**src/rtl/fp_convert_unit.sv**
```systemverilog
// fp_convert_unit: fixed-latency int32 <-> IEEE-754 single conversion unit
// with a custom-instruction handshake (start/done, clk_en, opcode n).
//
// Ports:
//   clk, reset      rising-edge clock, synchronous active-high reset
//   clk_en          pipeline advance enable; all state holds when low
//   reset_req       synchronous pipeline flush (qualified by clk_en)
//   start           accept dataa/n this cycle (qualified by clk_en)
//   dataa           operand: integer or float bits depending on n
//   datab           unused operand
//   n               opcode: 0 fixsi, 1 roundsi, 2 floatis, 3 floatiu/floatis
//   done            one-cycle result-valid pulse
//   result          conversion result, held until the next done
//
// Build option: define FP_CONVERT_UNSIGNED_EN to make n=3 an unsigned
// int-to-float conversion; otherwise n=3 is identical to n=2.
module fp_convert_unit #(
  parameter int unsigned LATENCY = 4,
  parameter int unsigned N_WIDTH = 2
) (
  input  logic               clk,
  input  logic               reset,
  input  logic               clk_en,
  input  logic               reset_req,
  input  logic               start,
  input  logic [31:0]        dataa,
  input  logic [31:0]        datab,
  input  logic [N_WIDTH-1:0] n,
  output logic               done,
  output logic [31:0]        result
);

  // Pipeline stages before the output register; stage 0 holds raw operands.
  localparam int unsigned DEPTH = LATENCY - 1;

  logic [DEPTH-1:0]   valid_q, valid_d;
  logic [31:0]        data_q [DEPTH];
  logic [31:0]        data_d [DEPTH];
  logic [N_WIDTH-1:0] op_q, op_d;
  logic               done_q, done_d;
  logic [31:0]        result_q, result_d;
  logic [31:0]        conv_c;
  logic [31:0]        last_c;
  logic               unused_datab_c;

  assign unused_datab_c = ^datab;

  // Float to int32 with saturation; rnd selects ties-away rounding over truncation.
  function automatic logic [31:0] f2i(input logic [31:0] f, input logic rnd);
    logic [7:0]  e;
    logic [7:0]  sh;
    logic [32:0] q;
    logic [31:0] mag;
    e   = f[30:23];
    sh  = 8'd158 - e;
    // q = floor(2*|x|): integer part plus the half bit in q[0].
    q   = {1'b1, f[22:0], 9'b0} >> sh;
    mag = q[32:1] + {31'b0, rnd & q[0]};
    if (e == 8'hFF && f[22:0] != 23'd0)
      f2i = 32'h7FFF_FFFF;
    else if (e >= 8'd158)
      f2i = f[31] ? 32'h8000_0000 : 32'h7FFF_FFFF;
    else if (e < 8'd126)
      f2i = 32'd0;
    else
      f2i = f[31] ? (~mag + 32'd1) : mag;
  endfunction

  // Int32 to float, round-to-nearest-even.
  function automatic logic [31:0] i2f(input logic [31:0] a, input logic sgnd);
    logic        neg;
    logic [31:0] mag;
    logic [31:0] norm;
    logic [4:0]  pos;
    logic        round_up;
    logic [24:0] sig;
    logic [7:0]  ex;
    neg = sgnd & a[31];
    mag = neg ? (~a + 32'd1) : a;
    pos = 5'd0;
    for (int i = 0; i < 32; i++) begin
      if (mag[i]) pos = 5'(i);
    end
    norm     = mag << (5'd31 - pos);
    // guard=norm[7], round=norm[6], sticky=|norm[5:0], lsb=norm[8]
    round_up = norm[7] & (norm[8] | norm[6] | (|norm[5:0]));
    sig      = {1'b0, norm[31:8]} + {24'b0, round_up};
    ex       = 8'd127 + {3'b0, pos} + {7'b0, sig[24]};
    if (mag == 32'd0)
      i2f = 32'd0;
    else if (sig[24])
      i2f = {neg, ex, sig[23:1]};
    else
      i2f = {neg, ex, sig[22:0]};
  endfunction

  // Opcode dispatch on the stage-0 operand.
  function automatic logic [31:0] convert(input logic [31:0] a, input logic [N_WIDTH-1:0] op);
    if (op == N_WIDTH'(0))
      convert = f2i(a, 1'b0);
    else if (op == N_WIDTH'(1))
      convert = f2i(a, 1'b1);
`ifdef FP_CONVERT_UNSIGNED_EN
    else if (op == N_WIDTH'(3))
      convert = i2f(a, 1'b0);
`endif
    else
      convert = i2f(a, 1'b1);
  endfunction

  // Next-state: shift the valid/data pipe on enabled cycles.
  always_comb begin
    conv_c   = convert(data_q[0], op_q);
    last_c   = (DEPTH == 1) ? conv_c : data_q[DEPTH-1];
    valid_d  = valid_q;
    data_d   = data_q;
    op_d     = op_q;
    done_d   = 1'b0;
    result_d = result_q;
    if (clk_en) begin
      if (reset_req) begin
        valid_d = '0;
      end else begin
        done_d = valid_q[DEPTH-1];
        if (valid_q[DEPTH-1]) result_d = last_c;
        valid_d[0] = start;
        if (start) begin
          data_d[0] = dataa;
          op_d      = n;
        end
        for (int k = 1; k < int'(DEPTH); k++) begin
          valid_d[k] = valid_q[k-1];
          data_d[k]  = (k == 1) ? conv_c : data_q[k-1];
        end
      end
    end
  end

  // Control state with synchronous reset.
  always_ff @(posedge clk) begin
    if (reset) begin
      valid_q  <= '0;
      done_q   <= 1'b0;
      result_q <= 32'd0;
    end else begin
      valid_q  <= valid_d;
      done_q   <= done_d;
      result_q <= result_d;
    end
  end

  // Datapath payload, qualified by the valid bits.
  always_ff @(posedge clk) begin
    data_q <= data_d;
    op_q   <= op_d;
  end

  assign done   = done_q;
  assign result = result_q;

endmodule

```
**config.mk**
```make
export PLATFORM = sky130hd
export DESIGN_NAME = fp_convert_unit
export DESIGN_NICKNAME = d
export VERILOG_FILES = /design/src/rtl/fp_convert_unit.sv
export SDC_FILE = /design/constraint.sdc
export NUM_CORES = 1
export LEC_CHECK = 0
export ABC_CLOCK_PERIOD_IN_PS = 9100
export CORE_MARGIN = 10
export CORE_UTILIZATION = 40
export CTS_BUF_LIST = sky130_fd_sc_hd__clkbuf_4 sky130_fd_sc_hd__clkbuf_8 sky130_fd_sc_hd__clkbuf_16
export CTS_CLUSTER_SIZE = 20
export DETAILED_ROUTE_END_ITERATION = 10
export PLACE_DENSITY = 0.62
export SYNTH_ARGS = -nofsm -noshare
export SYNTH_HDL_FRONTEND = slang
export SYNTH_SLANG_ARGS = --single-unit
```
**constraint.sdc**
```tcl
create_clock -name clk -period 9.1 [get_ports clk]
set_input_delay 1.82 -clock clk [delete_from_list [all_inputs] [get_ports clk]]
set_output_delay 1.82 -clock clk [all_outputs]
set_load 0.03 [all_outputs]
```
Word-level counts from Yosys, hierarchy flattened
Index checks and enable logic that the tools add are counted.
{"block": "op_classes", "n_addsub": 9, "order_cmp": 2, "eq_ne": 2, "shifts": 2, "mux": 48, "n_bitwise": 8, "reduce_logical": 9}
{"operator": "2-to-1 mux 32 bit", "n": 13}
{"operator": "2-to-1 mux 5 bit", "n": 32}
{"operator": "adder 32 x 1 -> 32 bit, second input constant", "n": 3}
{"operator": "NOT 32 bit", "n": 3}
{"operator": ">> shifter 33 x 8 -> 33 bit", "n": 1}
{"operator": "adder 32 x 1 -> 32 bit", "n": 1}
{"operator": "zero test 32 bit", "n": 1}
{"operator": "left shift 32 x 5 -> 32 bit", "n": 1}
{"operator": "adder 24 x 1 -> 25 bit", "n": 1}
{"operator": "2-to-1 mux 23 bit", "n": 1}
{"operator": "nonzero test 23 bit", "n": 1}
{"operator": "adder 7 x 5 -> 8 bit, first input constant", "n": 1}
{"operator": "adder 8 x 1 -> 8 bit", "n": 1}
{"operator": "== test 8 bit, second input constant", "n": 1}
{"operator": ">= comparator 8 bit, second input constant", "n": 1}
{"operator": "less-than comparator 8 x 7 -> 1 bit, second input constant", "n": 1}
{"operator": "subtractor 8 bit, first input constant", "n": 1}
{"operator": "AND reduction 3 bit", "n": 2}
{"operator": "OR reduction 6 bit", "n": 1}
{"operator": "subtractor 5 bit, first input constant", "n": 1}
{"operator": "2-to-1 mux 3 bit", "n": 1}
{"operator": "OR reduction 3 bit", "n": 1}
{"operator": "== test 2 x 1 -> 1 bit, second input constant", "n": 1}
{"operator": "zero test 2 bit", "n": 1}
{"operator": "6 further kinds", "n": 8}
{"block": "word_totals", "ff_bits": 134, "inputBits": 71, "output_inout_bits": 33, "word_cells": 87}

Logic depth before layout (Yosys ltp)
Gate-level depths: netlist (run 1).
{"block": "logic_depth", "depth_word": 46, "mapped_depth": 31, "ltp_nobuf": 27}

Least setup slack after synthesis (run 1)
No wires, ideal clock.
{"block": "synth_timing", "path_type": "register to register", "from": "register data_q[87] in the netlist's numbering", "to": "register data_q[63] in the netlist's numbering (data pin)", "setup_time_ps": 259, "t_arrival_ps": 6273, "t_required_ps": 8841, "path_slack_ps": 2568, "path_stages_with_launch": 27, "path_buffers": 6, "synth_period_minus_slack_ps": 6532, "path_cell_list": "edfxtp_1 buf_6 inv_2 clkbuf_1 ha_1 buf_2 buf_2 buf_1 nand2_1 nor4_1 and3_1 o21a_1 ha_1 ha_1 nand2_1 a21oi_1 nand3_1 or4b_1 buf_2 or4_4 nand2b_1 xnor2_1 or3_1 or3_4 nor3_1 mux2i_1 o21ai_1"}
{"block": "synth_between", "elab_chain_cells": 11, "elab_cells_between_ends": 26, "classes_between": "5 x add/sub; 2 x order compare; 1 x eq/ne; 1 x shift; 12 x mux; 3 x bitwise; 2 x reduce/logical"}
{"item": "start, declared", "line": "37", "text": "logic [31:0] data_q [DEPTH];"}
{"item": "start signal, assigned", "line": "154", "text": "data_q <= data_d;"}
{"item": "subtractor 8 bit", "line": "55", "text": "sh = 8'd158 - e;"}
{"item": ">> shifter 33 x 8 -> 33 bit", "line": "57", "text": "q = {1'b1, f[22:0], 9'b0} >> sh;"}
{"item": "adder 32 x 1 -> 32 bit", "line": "58", "text": "mag = q[32:1] + {31'b0, rnd & q[0]};"}
{"item": "NOT 32 bit", "line": "66", "text": "f2i = f[31] ? (~mag + 32'd1) : mag;"}
{"item": "adder 32 x 1 -> 32 bit", "line": "66"}
{"item": "2-to-1 mux 32 bit", "line": "66"}
{"item": "2-to-1 mux 32 bit", "line": "63", "text": "else if (e < 8'd126)"}
{"item": "2-to-1 mux 32 bit", "line": "61", "text": "else if (e >= 8'd158)"}
{"item": "2-to-1 mux 32 bit", "line": "59", "text": "if (e == 8'hFF && f[22:0] != 23'd0)"}
{"item": "2-to-1 mux 32 bit", "line": "101", "text": "else if (op == N_WIDTH'(1))"}
{"item": "2-to-1 mux 32 bit *", "line": "99", "text": "if (op == N_WIDTH'(0))"}
{"item": "via conv_c[31]", "line": "42", "text": "logic [31:0] conv_c;"}
The timed path passes the listed nets; every way through them passes the cells marked *.
A chain may end at the register's enable or synchronous reset.

Worst setup path in the final report (run 1)
{"block": "layout_timing", "from": "register data_q[65] in the netlist's numbering", "to": "register data_q[59] in the netlist's numbering (data pin)"}
{"block": "layout_between", "elab_chain_cells": 46, "elab_cells_between_ends": 65, "classes_between": "8 x add/sub; 2 x shift; 45 x mux; 6 x bitwise; 4 x reduce/logical"}
{"item": "NOT 32 bit", "line": "79", "text": "mag = neg ? (~a + 32'd1) : a;"}
{"item": "adder 32 x 1 -> 32 bit", "line": "79"}
{"item": "2-to-1 mux 32 bit", "line": "79"}
{"item": "2-to-1 mux 1 bit", "line": "82", "text": "if (mag[i]) pos = 5'(i);"}
{"item": "2-to-1 mux 5 bit (30 in series)", "line": "82"}
{"item": "2-to-1 mux 5 bit", "line": "101"}
{"item": "2-to-1 mux 5 bit", "line": "99"}
{"item": "subtractor 5 bit", "line": "84", "text": "norm = mag << (5'd31 - pos);"}
{"item": "[... 2 more ...]"}
{"item": "bitwise OR 1 bit", "line": "86", "text": "round_up = norm[7] & (norm[8] | norm[6] | (|norm[5:0]));"}
{"item": "bitwise AND 1 bit", "line": "86"}
{"item": "adder 24 x 1 -> 25 bit", "line": "87", "text": "sig = {1'b0, norm[31:8]} + {24'b0, round_up};"}
{"item": "adder 8 x 1 -> 8 bit", "line": "88", "text": "ex = 8'd127 + {3'b0, pos} + {7'b0, sig[24]};"}
{"item": "2-to-1 mux 32 bit", "line": "89", "text": "if (mag == 32'd0)"}
{"item": "2-to-1 mux 32 bit", "line": "101"}
{"item": "2-to-1 mux 32 bit *", "line": "99"}
{"item": "via conv_c[27]", "line": "42"}
The timed path passes the listed nets; every way through them passes the cells marked *. The select of a mux whose other input is x is not followed.

==> Implementation_results.wiki, run 1 <==
{| class="wikitable"
! Metric !! Value
|-
| Result of the run || complete, no violations
|-
| Maximum net fanout on the critical path || 14
|-
| Pin count of the biggest net entering global routing || 73
|-
| Share of layout cells above drive strength 1 || a little over a tenth
|-
| Post-Syn Nets || 1,950
|-
| Worst reg2reg setup slack || approximately 1.2 ns
|-
| Capturing element type of the critical path || flip-flop
|-
| Worst-Skew Late Latency || around 0.45 ns
|-
| RSZ-0062 raised after global routing || false
|-
| Input/output buffers || 71
|-
| Worst flop-to-flop path startpoint || data_q[65]$_DFFE_PP_
|-
| Post-Layout Inst Area || 16,400 um^2
|-
| Number of distinct library cell variants in the gate-level netlist after synthesis || 112
|-
| Net count of the finished layout || just under 2k
|-
| Core footprint || between 30,000 and 40,000 um^2
|-
| Global route total overflow || 0
|-
| Post-detailed-routing wire length || 53.9 mm
|-
| Leading cell type in the layout, fill and taps excluded || nand2_1
|-
| Setup TNS after final layout || 0 ns
|-
| Max Cap Violations || 0
|-
| Vias in the first global route || ~14k
|-
| Total die area || 45,100 um^2
|-
| CTS Root Cell || clkbuf_16
|-
| Startpoint of the lowest-slack hold path || data_q[49]$_DFFE_PP_
|-
| Post-Synthesis Mean Instance Area || 7.93 um^2
|-
| Final hold violation count || 0
|-
| Final antenna-violating net count || 0
|-
| Clock sink total || between 100 and 150
|-
| Antenna violations before repair || 1
|-
| Post-synth top flop || edfxtp_1
|-
| Share of the synthesized area in the top cell type || roughly a fifth
|-
| Ranking of synthesized cells by area || edfxtp_1 20%, nand2_1 5.9%, dfxtp_1 4.9%
|-
| Share of the clock period used by the worst path after layout || between 80% and 90%
|-
| Post-cts repair resize count || 0
|-
| Drc violations || 0
|-
| Transition time of the tightest slew-check pin || roughly 1.2 ns
|-
| Startpoint type of the worst setup path || flip-flop
|-
| Vertical die dimension || approximately 210 um
|-
| Clock slew seen by the registers of the worst setup and hold paths || 0.08 ns
|-
| Setup crit start || data_q[65]$_DFFE_PP_
|-
| Max Transition Viols Final || 0
|-
| Cells after Synth || about 1.9k
|-
| Leading cell types in the layout, fill and taps excluded || 234 x nand2_1, 154 x nor2_1, 135 x a21oi_1
|-
| Inserted Clock Buffers || 17
|-
| Drt first pass iters || 6
|-
| Hold crit path type || flip-flop to flip-flop
|-
| Routability congestion estimate || 0.998
|-
| CP arrival || 8.23 ns
|-
| CTS tree || built
|-
| Area growth from synthesis to layout || 10.7%
|-
| First-pass GRT wire length || about 84 mm
|-
| Initial Util || between 40 and 50%
|-
| Number of flops mapped to enable cells by yosys || 98
|-
| Top-level port count || ~100
|-
| Pwr per Cell Area || approximately 140 nW/um^2
|-
| Number of buffers added to fix hold violations after cts || 0
|-
| Setup bufs post-CTS || 0
|-
| Max IR drop VDD || 142 uV
|-
| Via Count || 15.0k
|-
| Overall global routing resource usage || 23.5%
|-
| Max Clock Freq || roughly 0.13 GHz
|-
| HPWL reported at the end of detailed placement || 41.0 mm
|-
| Sequential area share after synthesis || approximately a quarter
|-
| Std-Cell Rows || 70
|-
| DIE WIDTH || between 200 and 250 um
|-
| Leading area contributor after synthesis || edfxtp_1
|-
| Synthesized area || around 15,000 um^2
|-
| Worst slew slack as a fraction of its limit || between 10% and 20%
|-
| DR iter-0 viols || 1,774
|-
| Type of the setup path with the least slack || flip-flop to flip-flop
|-
| Post-placement cell area || 15,800 um^2
|-
| Maximum number of buffers from clock root to sink || 2
|-
| Avg Vias per Cell || around 6.4
|-
| CP required || 9.40 ns
|-
| H-tree level count || 4
|-
| Post-route clock skew || roughly 0.023 ns
|-
| Final number of setup-violating endpoints || 0
|-
| Routed len/inst || approximately 23 um
|-
| FF+latch count, synth || ~130
|-
| Share of synthesized flip-flops with an asynchronous set or reset || 0%
|-
| Count of synthesis-stage warnings from yosys || 0
|-
| P_leak || 5.42 nW
|-
| Shortest period the worst path allows || between 7 and 8 ns
|}
==> synthesized netlist by cell type, types with 34 or more instances <==
master / instances
nand2_1: 234
nor2_1: 155
a21oi_1: 136
edfxtp_1: 98
clkbuf_1: 92
o21ai_0: 87
xnor2_1: 78
nor3_1: 69
mux2i_1: 64
nand3_1: 49
xor2_1: 41
nor4_1: 39
dfxtp_1: 36
o22ai_1: 34
==> kinds of logic (layout without fill, tap and decap cells) <==
kind of cell | after synthesis | after routing | synth area share (%)
buf+inv | 172 | 178 | 5.09
mux | 102 | 102 | 8.46
simple gates | 757 | 757 | 25.9
other cells | 0 | 1 | 0
flops | 134 | 134 | 24.8
xor+xnor | 125 | 125 | 7.85
fa+ha+maj | 12 | 12 | 1.01
compound gates | 565 | 565 | 26.9
==> flip-flops by register name, summed over array words and instances, names as in the netlist <==
signal and flops:
result 32, done 1, last_c 32, data_q 64
valid_q 3, op_q 2
==> cell type report <==
class                      count  area [um^2]
fill                        3683        20100
multi-input combinational   1561        10400
sequential                   134         3660
timing repair buffer         116         1050
tap                          468          586
clock buffer                  17          425
clock inverter                15          155
inverter                      30          113
antenna                        1         2.50
==> metal layers <==
metal | up-vias | global-route usage [%] | part of all wire (%)
met5 | - | 0 | 0
met4 | 0 | 10.2 | 3.9
met3 | 94 | 3.42 | 7.1
met2 | 660 | 37.5 | 46
met1 | 7126 | 31.1 | 43
li1 | 7094 | - | -
==> path summary, 6_finish.rpt <==
kind	end	depth (start not counted)
max	data_q[59]$_DFFE_PP_	25
min	last_c[17]$_DFFE_PP_	0
max reg2reg	data_q[59]$_DFFE_PP_	25
min reg2reg	last_c[17]$_DFFE_PP_	0
==> stage by stage <==
step	setup WS, ns	power [W]	std cells	utilization [%]	hold WS (ns)
3_3_place_gp	1.32	0.00151	2309	43.3	0.404
5_1_grt	0.701	0.00234	2341	44.9	0.424
2_1_floorplan	2.57	0.00129	1867	-	0.400
6_report	1.18	0.00224	2342	44.9	0.407
3_5_place_dp	1.32	0.00152	2309	43.3	0.405
4_1_cts	1.29	0.00223	2341	44.9	0.411
==> worst max-delay path, stage by stage, from the launching register on <==
cell      delay, ns
edfxtp_1       0.65
nor2_1         0.65
nand4_1        0.63
nor4_2         0.75
a21oi_1        0.19
o22a_1         0.35
o21ai_2        0.35
o21ai_2        0.21
buf_4          0.25
mux2i_1        0.55
mux2i_1        0.39
mux2_2         0.41
and2_1         0.16
ha_1           0.19
o21a_1         0.14
and3_1         0.27
nand2_1        0.37
nor3_4         0.07
inv_1          0.09
ha_1           0.14
nand2_1        0.09
o31a_1         0.34
nand2_1        0.08
o21ai_0        0.08
a21oi_1        0.18
o31a_1         0.18
==> where the power goes <==
group          switching [W]  leakage, nW  internal, W
Combinational       0.000517         3.91     0.000299
Clock               0.000319        0.283     0.000389
Sequential         0.0000276         1.22     0.000684
Total               0.000864         5.42      0.00137
Note: power is estimated with default switching activity, not from simulation.
==> inputs of run 2 (changes only) <==
--- a/config.mk
+++ b/config.mk
@@ -12,6 +12,7 @@
 export CTS_CLUSTER_SIZE = 20
 export DETAILED_ROUTE_END_ITERATION = 10
 export PLACE_DENSITY = 0.62
+export RECOVER_POWER = 100
 export SYNTH_ARGS = -nofsm -noshare
 export SYNTH_HDL_FRONTEND = slang
 export SYNTH_SLANG_ARGS = --single-unit
==> Implementation_results.wiki, run 2 (synthesis gave the netlist of run 1 again) <==
{| class="wikitable"
! Metric !! Value
|-
| Post-cts repair resize count || 0 (unchanged)
|-
| Most flops, register || data_q
|-
| Post-route clock skew || 0.0253 ns (+0.00248 ns)
|-
| Post-detailed-routing wire length || 54.0 mm (+0.31%)
|-
| Result of the run || finished with violations
|-
| Max IR drop VDD || 142 uV (+0.28%)
|-
| Share of the clock period used by the worst path after layout || 90.5% (+3.4 points)
|-
| Leading cell types in the layout, fill and taps excluded || 234 x nand2_1, 154 x nor2_1, 135 x a21oi_1
|-
| CP required || 9.25 ns (-0.15 ns)
|-
| Worst slew slack as a fraction of its limit || -119% (-140 points)
|-
| First-pass GRT wire length || 83.7 mm (unchanged)
|-
| Core footprint || 36,500 um^2 (unchanged)
|-
| Post-Layout Inst Area || 16,400 um^2 (-0.12%)
|-
| Global route total overflow || 0 (unchanged)
|-
| Hold crit path type || flip-flop to flip-flop
|-
| Drt first pass iters || 7 (+1)
|-
| Clock sink total || 134 (unchanged)
|-
| Transition time of the tightest slew-check pin || 3.29 ns (+2.07 ns)
|-
| Startpoint type of the worst setup path || flip-flop
|-
| Number of buffers added to fix hold violations after cts || 0 (unchanged)
|-
| Initial Util || 40.5% (unchanged)
|-
| Pin count of the biggest net entering global routing || 73 (unchanged)
|-
| Net count of the finished layout || 1,943 (unchanged)
|-
| Setup bufs post-CTS || 0 (unchanged)
|-
| RSZ-0062 raised after global routing || false
|-
| Top-level port count || 104 (unchanged)
|-
| Worst-Skew Late Latency || 0.46 ns (about the same)
|-
| Antenna violations before repair || 1 (unchanged)
|-
| Hold_ws || 0.406 ns (-0.00188 ns)
|-
| Max Transition Viols Final || 104 (+104)
|-
| Area growth from synthesis to layout || 10.6%
|-
| Final Total Pwr || 0.00223 W (-0.11%)
|-
| Maximum net fanout on the critical path || 22 (+8)
|-
| Leading cell type in the layout, fill and taps excluded || nand2_1
|-
| Final antenna-violating net count || 0 (unchanged)
|-
| Clock slew seen by the registers of the worst setup and hold paths || 0.07 ns (about the same)
|-
| Vias in the first global route || 14.2k (unchanged)
|-
| Avg Vias per Cell || 6.44 (+0.74%)
|-
| H-tree level count || 4 (unchanged)
|-
| DR iter-0 viols || 1,830 (+3.2%)
|-
| CTS tree || built
|-
| Routed len/inst || 23.1 um (+0.31%)
|-
| Failing checks || capacitance limit, slew limit
|-
| P_leak || 5.53 nW (+2.2%)
|-
| Drc violations || 0 (unchanged)
|-
| Number of fillers in the final layout || 3,685 (+0.054%)
|-
| Routability congestion estimate || 0.998 (unchanged)
|-
| Max Clock Freq || 0.121 GHz (-3.7%)
|-
| Max Cap Violations || 2 (+2)
|-
| Capturing element type of the critical path || flip-flop
|-
| Type of the setup path with the least slack || flip-flop to flip-flop
|-
| Final hold violation count || 0 (unchanged)
|-
| Input/output buffers || 71 (unchanged)
|-
| Share of layout cells above drive strength 1 || 10.5% (-0.27 points)
|-
| Std-Cell Rows || 70 (unchanged)
|-
| CTS Root Cell || clkbuf_16
|-
| Inserted Clock Buffers || 17 (unchanged)
|-
| Final number of setup-violating endpoints || 0 (unchanged)
|-
| Shortest period the worst path allows || 8.23 ns (+0.308 ns)
|-
| Number of flip-flops under the largest register name || 64 (unchanged)
|-
| Via Count || 15.1k (+0.74%)
|-
| Pwr per Cell Area || 136 nW/um^2 (about the same)
|-
| Core occupancy in the finished layout || 44.8% (-0.055 points)
|-
| Vertical die dimension || 212 um (unchanged)
|-
| HPWL reported at the end of detailed placement || 41.0 mm (unchanged)
|-
| DIE WIDTH || 212 um (unchanged)
|-
| Total die area || 45,100 um^2 (unchanged)
|-
| Maximum number of buffers from clock root to sink || 2 (unchanged)
|-
| Overall global routing resource usage || 23.5% (unchanged)
|-
| Post-placement cell area || 15,800 um^2 (unchanged)
|-
| Setup TNS after final layout || 0 ns (unchanged)
|-
| CP arrival || 8.39 ns (+0.16 ns)
|}
run 2: cell types whose count changed in the layout (fill, tap and decap cells not counted), sizes merged:
| cell | delta |
|---|---|
| dlygate4sd3 | +69 |
| clkbuf | +2 |
| buf | -2 |
| clkdlybuf4s50 | -69 |
run 2: worst paths after layout:
check	from	to	slack, ns	depth (start not counted)
max reg2reg	data_q[88]$_DFFE_PP_	data_q[63]$_DFFE_PP_	0.87	22
min reg2reg	data_q[49]$_DFFE_PP_	last_c[17]$_DFFE_PP_	0.41	0
min	data_q[49]$_DFFE_PP_	last_c[17]$_DFFE_PP_	0.41	0
max	data_q[88]$_DFFE_PP_	data_q[63]$_DFFE_PP_	0.87	22
run 2: power by group:
| group | switching [W] | internal [W] | leakage, nW | total, W |
|---|---|---|---|---|
| logic | 0.000517 | 0.000295 | 4.03 | 0.000812 |
| registers | 0.0000278 | 0.000685 | 1.22 | 0.000713 |
| clock network | 0.000319 | 0.000389 | 0.283 | 0.000708 |
| total | 0.000864 | 0.00137 | 5.53 | 0.00223 |
run 2: final cells by class:
type / instances / area (um^2) / share of cell area [%]
sequential: 134 / 3660 / 22.4
clock buffer: 17 / 425 / 2.60
tap: 468 / 586 / 3.58
antenna: 1 / 2.50 / 0.0153
clock inverter: 15 / 155 / 0.948
inverter: 30 / 113 / 0.688
multi-input combinational: 1561 / 10400 / 63.4
timing repair buffer: 116 / 1040 / 6.36
run 2: worst max-delay path, cell delays in order (launching register included):
cell      delay (ns)
edfxtp_1        0.61
ha_1            0.50
xnor2_2         0.97
buf_4           0.42
mux2i_1         0.15
mux4_2          0.61
nor3_1          0.17
o21ai_1         0.20
inv_1           0.11
ha_1            0.17
ha_1            0.29
nand2_1         0.09
a21oi_1         0.34
nand3_1         0.32
or4b_1          0.69
or4_4           0.50
nand2b_1        0.18
xnor2_1         0.20
or3_1           0.46
or3_4           0.40
nor3_1          0.20
mux2i_1         0.22
o21ai_1         0.13
run 2: layer usage:
metal  track usage (%)  part of all wire [%]
met3              3.42                   7.0
met4              10.2                   4.0
met5                 0                     0
met2              37.5                    46
met1              31.1                    43
run 2: metrics by stage:
stage	worst slack, ns	std cells
2_1_floorplan	2.57	1867
3_3_place_gp	1.32	2309
3_5_place_dp	1.32	2309
4_1_cts	1.29	2341
5_1_grt	0.362	2341
6_report	0.869	2342
